<file path="src/rtl/pwm_sequencer_if.sv">
// Table-write bus and PWM-generator link for pwm_sequencer.
// master = sequencer side, slave = register logic / PWM generator side.
interface pwm_sequencer_if #(
   parameter int AW       = 3,
   parameter int WIDTH    = 4,
   parameter int REPEAT_W = 4
);
   logic                wr_en;
   logic [AW-1:0]       wr_addr;
   logic [WIDTH-1:0]    wr_period;
   logic [WIDTH-1:0]    wr_duty;
   logic [REPEAT_W-1:0] wr_repeat;
   logic                period_end;
   logic [WIDTH-1:0]    pwm_period;
   logic [WIDTH-1:0]    pwm_duty;
   logic                pwm_load;
   logic                pwm_start;

   modport master (
      input  wr_en, wr_addr, wr_period, wr_duty, wr_repeat, period_end,
      output pwm_period, pwm_duty, pwm_load, pwm_start
   );
   modport slave (
      output wr_en, wr_addr, wr_period, wr_duty, wr_repeat, period_end,
      input  pwm_period, pwm_duty, pwm_load, pwm_start
   );
endinterface

</file>
<file path="src/rtl/pwm_sequencer.sv">
// Steps one PWM channel through a table of (period, duty, repeat) entries.
// Optional feature macro: PWM_SEQ_LOOP_EN -- when defined the table replays
// from entry 0 until stopped instead of ending in DONE.
module pwm_sequencer #(
   parameter int DEPTH    = 8,
   parameter int AW       = 3,
   parameter int WIDTH    = 4,
   parameter int REPEAT_W = 4
) (
   input  logic          clock,
   input  logic          resetPWM_n,
   pwm_sequencer_if.master bus,
   input  logic [AW:0]   seq_len,
   input  logic          start,
   input  logic          stop,
   output logic          busy,
   output logic          done,
   output logic [AW-1:0] cur_index
);
   typedef enum logic [2:0] {IDLE, LOAD, RUN, STOPPING, DONE} state_t;

   state_t              state;
   logic [WIDTH-1:0]    period_mem [DEPTH];
   logic [WIDTH-1:0]    duty_mem   [DEPTH];
   logic [REPEAT_W-1:0] rep_mem    [DEPTH];
   logic [AW:0]         len;
   logic [REPEAT_W-1:0] rep_cnt;
   logic [REPEAT_W-1:0] rep_lim;

   logic [WIDTH-1:0]    ent_period;
   logic [WIDTH-1:0]    ent_duty;
   logic [REPEAT_W-1:0] ent_rep;
   logic                last_rep;
   logic                last_entry;

   // Entry fetch with the period>=1, duty<=period, repeat>=1 fix-ups applied.
   always_comb begin
      ent_period = (period_mem[cur_index] == '0) ? WIDTH'(1) : period_mem[cur_index];
      ent_duty   = (duty_mem[cur_index] > ent_period) ? ent_period : duty_mem[cur_index];
      ent_rep    = (rep_mem[cur_index] == '0) ? REPEAT_W'(1) : rep_mem[cur_index];
      last_rep   = ({1'b0, rep_cnt} + (REPEAT_W+1)'(1)) == {1'b0, rep_lim};
      last_entry = ({1'b0, cur_index} + (AW+1)'(1)) >= len;
   end

   // Table storage; writes land in any state, the live entry is latched at LOAD.
   always_ff @(posedge clock or negedge resetPWM_n) begin
      if (!resetPWM_n) begin
         for (int i = 0; i < DEPTH; i++) begin
            period_mem[i] <= '0;
            duty_mem[i]   <= '0;
            rep_mem[i]    <= '0;
         end
      end else if (bus.wr_en) begin
         period_mem[bus.wr_addr] <= bus.wr_period;
         duty_mem[bus.wr_addr]   <= bus.wr_duty;
         rep_mem[bus.wr_addr]    <= bus.wr_repeat;
      end
   end

   // Sequencer FSM; every output is registered alongside the state.
   always_ff @(posedge clock or negedge resetPWM_n) begin
      if (!resetPWM_n) begin
         state          <= IDLE;
         len            <= '0;
         rep_cnt        <= '0;
         rep_lim        <= '0;
         cur_index      <= '0;
         busy           <= 1'b0;
         done           <= 1'b0;
         bus.pwm_period <= '0;
         bus.pwm_duty   <= '0;
         bus.pwm_load   <= 1'b0;
         bus.pwm_start  <= 1'b0;
      end else begin
         bus.pwm_load <= 1'b0;
         case (state)
            IDLE, DONE: begin
               // stop beats a coincident start; empty sequences are ignored
               if (start && !stop && seq_len != '0) begin
                  state     <= LOAD;
                  cur_index <= '0;
                  len       <= seq_len;
                  busy      <= 1'b1;
                  done      <= 1'b0;
               end
            end
            LOAD: begin
               if (stop) begin
                  state <= STOPPING;
               end else begin
                  bus.pwm_period <= ent_period;
                  bus.pwm_duty   <= ent_duty;
                  bus.pwm_load   <= 1'b1;
                  bus.pwm_start  <= 1'b1;
                  rep_cnt        <= '0;
                  rep_lim        <= ent_rep;
                  state          <= RUN;
               end
            end
            RUN: begin
               if (stop) begin
                  // a period just completed: nothing to truncate, stop now
                  if (bus.period_end) begin
                     state         <= IDLE;
                     bus.pwm_start <= 1'b0;
                     busy          <= 1'b0;
                  end else begin
                     state <= STOPPING;
                  end
               end else if (bus.period_end) begin
                  if (!last_rep) begin
                     rep_cnt <= rep_cnt + REPEAT_W'(1);
                  end else if (!last_entry) begin
                     cur_index <= cur_index + AW'(1);
                     state     <= LOAD;
                  end else begin
`ifdef PWM_SEQ_LOOP_EN
                     cur_index <= '0;
                     state     <= LOAD;
`else
                     state         <= DONE;
                     bus.pwm_start <= 1'b0;
                     busy          <= 1'b0;
                     done          <= 1'b1;
`endif
                  end
               end
            end
            STOPPING: begin
               // let the current period finish before releasing the PWM
               if (bus.period_end) begin
                  state         <= IDLE;
                  bus.pwm_start <= 1'b0;
                  busy          <= 1'b0;
               end
            end
            default: state <= IDLE;
         endcase
      end
   end
endmodule

</file>
<file path="src/flat_wrapper.sv">
// flat-port wrapper written by rule: the top's interface ports become plain ports
module pwm_sequencer_flat 
#(
   parameter int DEPTH    = 8,
   parameter int AW       = 3,
   parameter int WIDTH    = 4,
   parameter int REPEAT_W = 4
)
  (clock, resetPWM_n, seq_len, start, stop, busy, done, cur_index, bus_wr_en, bus_wr_addr, bus_wr_period, bus_wr_duty, bus_wr_repeat, bus_period_end, bus_pwm_period, bus_pwm_duty, bus_pwm_load, bus_pwm_start);
  pwm_sequencer_if #(.AW(AW), .WIDTH(WIDTH), .REPEAT_W(REPEAT_W)) bus_i ();
  input  logic clock;
  input  logic resetPWM_n;
  input  logic [AW:0] seq_len;
  input  logic start;
  input  logic stop;
  output logic busy;
  output logic done;
  output logic [AW-1:0] cur_index;
  input wire logic [$bits(bus_i.wr_en)-1:0] bus_wr_en;
  input wire logic [$bits(bus_i.wr_addr)-1:0] bus_wr_addr;
  input wire logic [$bits(bus_i.wr_period)-1:0] bus_wr_period;
  input wire logic [$bits(bus_i.wr_duty)-1:0] bus_wr_duty;
  input wire logic [$bits(bus_i.wr_repeat)-1:0] bus_wr_repeat;
  input wire logic [$bits(bus_i.period_end)-1:0] bus_period_end;
  output wire logic [$bits(bus_i.pwm_period)-1:0] bus_pwm_period;
  output wire logic [$bits(bus_i.pwm_duty)-1:0] bus_pwm_duty;
  output wire logic [$bits(bus_i.pwm_load)-1:0] bus_pwm_load;
  output wire logic [$bits(bus_i.pwm_start)-1:0] bus_pwm_start;
  assign bus_i.wr_en = bus_wr_en;
  assign bus_i.wr_addr = bus_wr_addr;
  assign bus_i.wr_period = bus_wr_period;
  assign bus_i.wr_duty = bus_wr_duty;
  assign bus_i.wr_repeat = bus_wr_repeat;
  assign bus_i.period_end = bus_period_end;
  assign bus_pwm_period = bus_i.pwm_period;
  assign bus_pwm_duty = bus_i.pwm_duty;
  assign bus_pwm_load = bus_i.pwm_load;
  assign bus_pwm_start = bus_i.pwm_start;
  pwm_sequencer #(.DEPTH(DEPTH), .AW(AW), .WIDTH(WIDTH), .REPEAT_W(REPEAT_W)) u_core (.clock(clock), .resetPWM_n(resetPWM_n), .bus(bus_i), .seq_len(seq_len), .start(start), .stop(stop), .busy(busy), .done(done), .cur_index(cur_index));
endmodule
</file>
<file path="config.mk">
export PLATFORM = sky130hd
export DESIGN_NAME = pwm_sequencer_flat
export DESIGN_NICKNAME = d
export VERILOG_FILES = /design/src/rtl/pwm_sequencer_if.sv /design/src/rtl/pwm_sequencer.sv /design/src/flat_wrapper.sv
export SDC_FILE = /design/constraint.sdc
export NUM_CORES = 1
export LEC_CHECK = 0
export BUFFER_PORTS_ARGS = -buffer_cell sky130_fd_sc_hd__buf_2
export CORE_MARGIN = 10
export CORE_UTILIZATION = 51
export CTS_CLUSTER_DIAMETER = 120
export DETAILED_ROUTE_END_ITERATION = 8
export PLACE_DENSITY = 0.69
export SLEW_MARGIN = 20
export SYNTH_ARGS = -nofsm -noshare
export SYNTH_HDL_FRONTEND = slang
export SYNTH_SLANG_ARGS = --single-unit
</file>
<file path="constraint.sdc">
create_clock -name clock -period 3.6 [get_ports clock]
set_input_delay 1.08 -clock clock [delete_from_list [all_inputs] [get_ports clock]]
set_output_delay 1.08 -clock clock [all_outputs]
set_load 0.01 [all_outputs]
</file>
==> results.toml <==
[run_status]
outcome = "complete, no violations"

[timing]
max_freq_mhz = 338
slew_violations = 0
finalWorstPathRequiredPeriod_ns = 2.96
relSlewSlack = 0.459
rsz0062_at_grt = "false"
final.setup_skew_ns = 0.00570
hold_ws_ns = 0.474
finalSetupTns_ns = 0
final_hold_violating_endpoints = 0
setup_viol = 0
setup_ws_ns = 0.642
finalCritPeriodShare = 0.822
timing_worst_slew_pin_value_ns = 0.812

[final_layout]
most_common_cell_after_layout_fill_and_taps_aside = "sky130_fd_sc_hd__dfrtp_1"
final_cell_mix = "sky130_fd_sc_hd__dfrtp_1 (126), sky130_fd_sc_hd__mux2_2 (100), sky130_fd_sc_hd__buf_2 (38)"
area_growth_from_synthesis_to_layout_pct = 17.3
post_route_cells_drive_above_1_share = 0.436
nets = 524
final-instance-count-excl-fill = 645
antenna-diode-count = 0

[routing]
routed_via_count = 3767
drt_iter0_drc = 326
dr.pass1.iters = 4
route.antenna.remaining_nets = 0
avgViaCountPerCell = 5.84
route.detailed.drc = 0
wl_per_cell_um = 20.2
wl_mm = 13.0

[power]
p_per_area_mw_per_mm2 = 841
peakVddDrop_v = 0.000411
power.leakage_nw = 3.18

[logic_synthesis]
netlist_area_mm2 = 0.00608
netlist-cell-type-count = 58
post_synth_net_total = 471
flop_and_latch_count_out_of_synthesis = 126
synth_edf_count = 0
syn-instance-count = 436
sequential_to_total_area_share_from_yosys_stat = 0.518
synth.yosys.warnings = 0
synth_flop_cell = "sky130_fd_sc_hd__dfrtp_1"
post_synth.cell_area_avg_um2 = 14.0
synth-async-reset-ratio = 1.00

[critical_path]
path_class = "reg -> reg"
worst-path-max-fanout = 14
cp_required_ns = 3.91
critical-path-slowest-cell = "sky130_fd_sc_hd__dfrtp_1"
crit_arrival_ns = 3.26
startpoint_type = "flip-flop"
crit_path_cell_trace = "buf_4 > mux4_1 > nand2_1 > nand2_1 > ha_1 > nand2_1 > o21ai_1 > a21oi_1 > o31ai_1"
most_frequent_cell_on_the_critical_path = "sky130_fd_sc_hd__nand2_1"
worstSetupEndpointType = "flip-flop"
cpPeakStageDelay_ns = 0.74

[clock_network]
clock_insertion_delay_worst_skew_ns = 0.41
h-tree-depth = 4
total_cts_buffers = 17
cts-root-buf = "sky130_fd_sc_hd__clkbuf_16"
max-clock-path-buffers = 2
tritoncts = "built"
cts-resized-gates = 0
cts_num_sinks = 126
cts.clk_slew.worst_paths_ns = 0.05
cts.hold.buffers_added = 0
postCtsSetupBuffers = 0

[floorplan]
die-area_mm2 = 0.0167
floorplan.die.width_um = 129
start_util = 0.526
fp.coreArea_mm2 = 0.0116
boundaryPins = 40
core.rowCount = 39
die_span_in_y_um = 129

[placed_design]
dp_hpwl_mm = 8.66
dpl_worst_slack_ns = 0.707
placer_congestion = 0.837
port_buffers = 39
place_inst = 613

[grt]
antenna_violations_before_repair = 0
grt_pass1_wl_mm = 21.4
maximum_number_of_pins_on_one_net_before_global_route_repair = 47
grt_total_usage = 0.166
grt_pass1_vias = 4011
overflow = 0

[worst_hold_path]
min-delay-path-class = "reg -> reg"

[flow_run]
number_of_max_capacitance_violations_reported = 0
## registers in the layout, summed over array words and instances (netlist names)
name / flops
u_core.duty_mem: 32
u_core.period_mem: 32
u_core.rep_mem: 32
u_core.bus.pwm_duty: 4
u_core.bus.pwm_period: 4
u_core.len: 4
u_core.rep_cnt: 4
u_core.rep_lim: 4
u_core.cur_index: 3
u_core.state: 3
u_core.bus.pwm_load: 1
u_core.bus.pwm_start: 1
u_core.busy: 1
u_core.done: 1
## final timing paths
| check | startpoint | end | slack, ns | cells past startpoint |
|---|---|---|---|---|
| setup reg to reg | u_core.cur_index[1] | u_core.bus.pwm_duty[1] | 0.64 | 9 |
| hold / removal | u_core.bus.pwm_period[0] | u_core.bus.pwm_period[0] | 0.47 | 2 |
| max in group asynchronous | resetPWM_n | u_core.duty_mem[17] | 2.20 | 2 |
| hold reg to reg | u_core.bus.pwm_period[0] | u_core.bus.pwm_period[0] | 0.47 | 2 |
| min in group asynchronous | resetPWM_n | u_core.bus.pwm_period[1] | 0.69 | 1 |
| setup / recovery | u_core.cur_index[1] | u_core.bus.pwm_duty[1] | 0.64 | 9 |
## critical path, delay by kind of cell (launching register included)
family	cells	cell delay (ns)
mux	1	0.38
simple gates	3	0.26
buf+inv	1	0.36
fa+ha+maj	1	0.30
compound gates	3	0.80
flops	1	0.74
## cell usage after synthesis, types with 4 or more instances
| library cell | number | share of area |
|---|---|---|
| sky130_fd_sc_hd__mux2i_1 | 8 | 0.013 |
| sky130_fd_sc_hd__o21ai_0 | 5 | 0.0041 |
| sky130_fd_sc_hd__buf_2 | 8 | 0.0066 |
| sky130_fd_sc_hd__o31ai_1 | 4 | 0.0049 |
| sky130_fd_sc_hd__nor3_1 | 4 | 0.0033 |
| sky130_fd_sc_hd__clkbuf_1 | 6 | 0.0037 |
| sky130_fd_sc_hd__inv_1 | 11 | 0.0068 |
| sky130_fd_sc_hd__nand2_1 | 34 | 0.021 |
| sky130_fd_sc_hd__a21oi_1 | 11 | 0.0090 |
| sky130_fd_sc_hd__mux2_2 | 100 | 0.19 |
| sky130_fd_sc_hd__nor2_1 | 11 | 0.0068 |
| sky130_fd_sc_hd__ha_1 | 10 | 0.021 |
| sky130_fd_sc_hd__buf_1 | 4 | 0.0025 |
| sky130_fd_sc_hd__dfrtp_1 | 126 | 0.52 |
| sky130_fd_sc_hd__o21ai_1 | 5 | 0.0041 |
| sky130_fd_sc_hd__mux4_2 | 15 | 0.056 |
| sky130_fd_sc_hd__mux4_1 | 9 | 0.039 |
## per-layer routing
layer	up-vias	share of wire	track usage
met1	1947	0.47	0.221
met4	0	0.0089	0.0528
met2	76	0.47	0.259
met3	11	0.048	0.0440
met5	-	0	0
li1	1733	-	-
## metrics by stage
step / instance area (um^2) / utilization / power [mW]
finish: 7140 / 0.617 / 6.00
global route: 7140 / 0.617 / 6.37
floorplan: 6080 / - / 3.61
detailed placement: 6490 / 0.561 / 4.15
global placement: 6490 / 0.561 / 4.06
CTS: 7140 / 0.617 / 6.05
## area by class of cell
cell class	count	area (um^2)
Timing Repair Buffer	55	330
Sequential cell	126	3150
Inverter	13	48.8
Clock inverter	14	216
Fill cell	880	4430
Clock buffer	18	429
Multi-Input combinational cell	276	2780
Tap cell	143	179
## report_power, final
group	internal [mW]	leakage, nW	switching (mW)
Sequential	1.80	1.54	0.258
Combinational	1.02	1.33	1.07
Clock	1.23	0.314	0.633
Total	4.04	3.18	1.96
## kinds of logic after synthesis
kind of cell / synth area share
xor gates and xnor gates: 0.00720
adders and majority gates: 0.0206
AOI/OAI and AO/OA: 0.0572
buffers and inverters: 0.0278
DFF: 0.518
and+or+nand+nor: 0.0656
muxes: 0.303
Power figures use the tool's default switching activity.
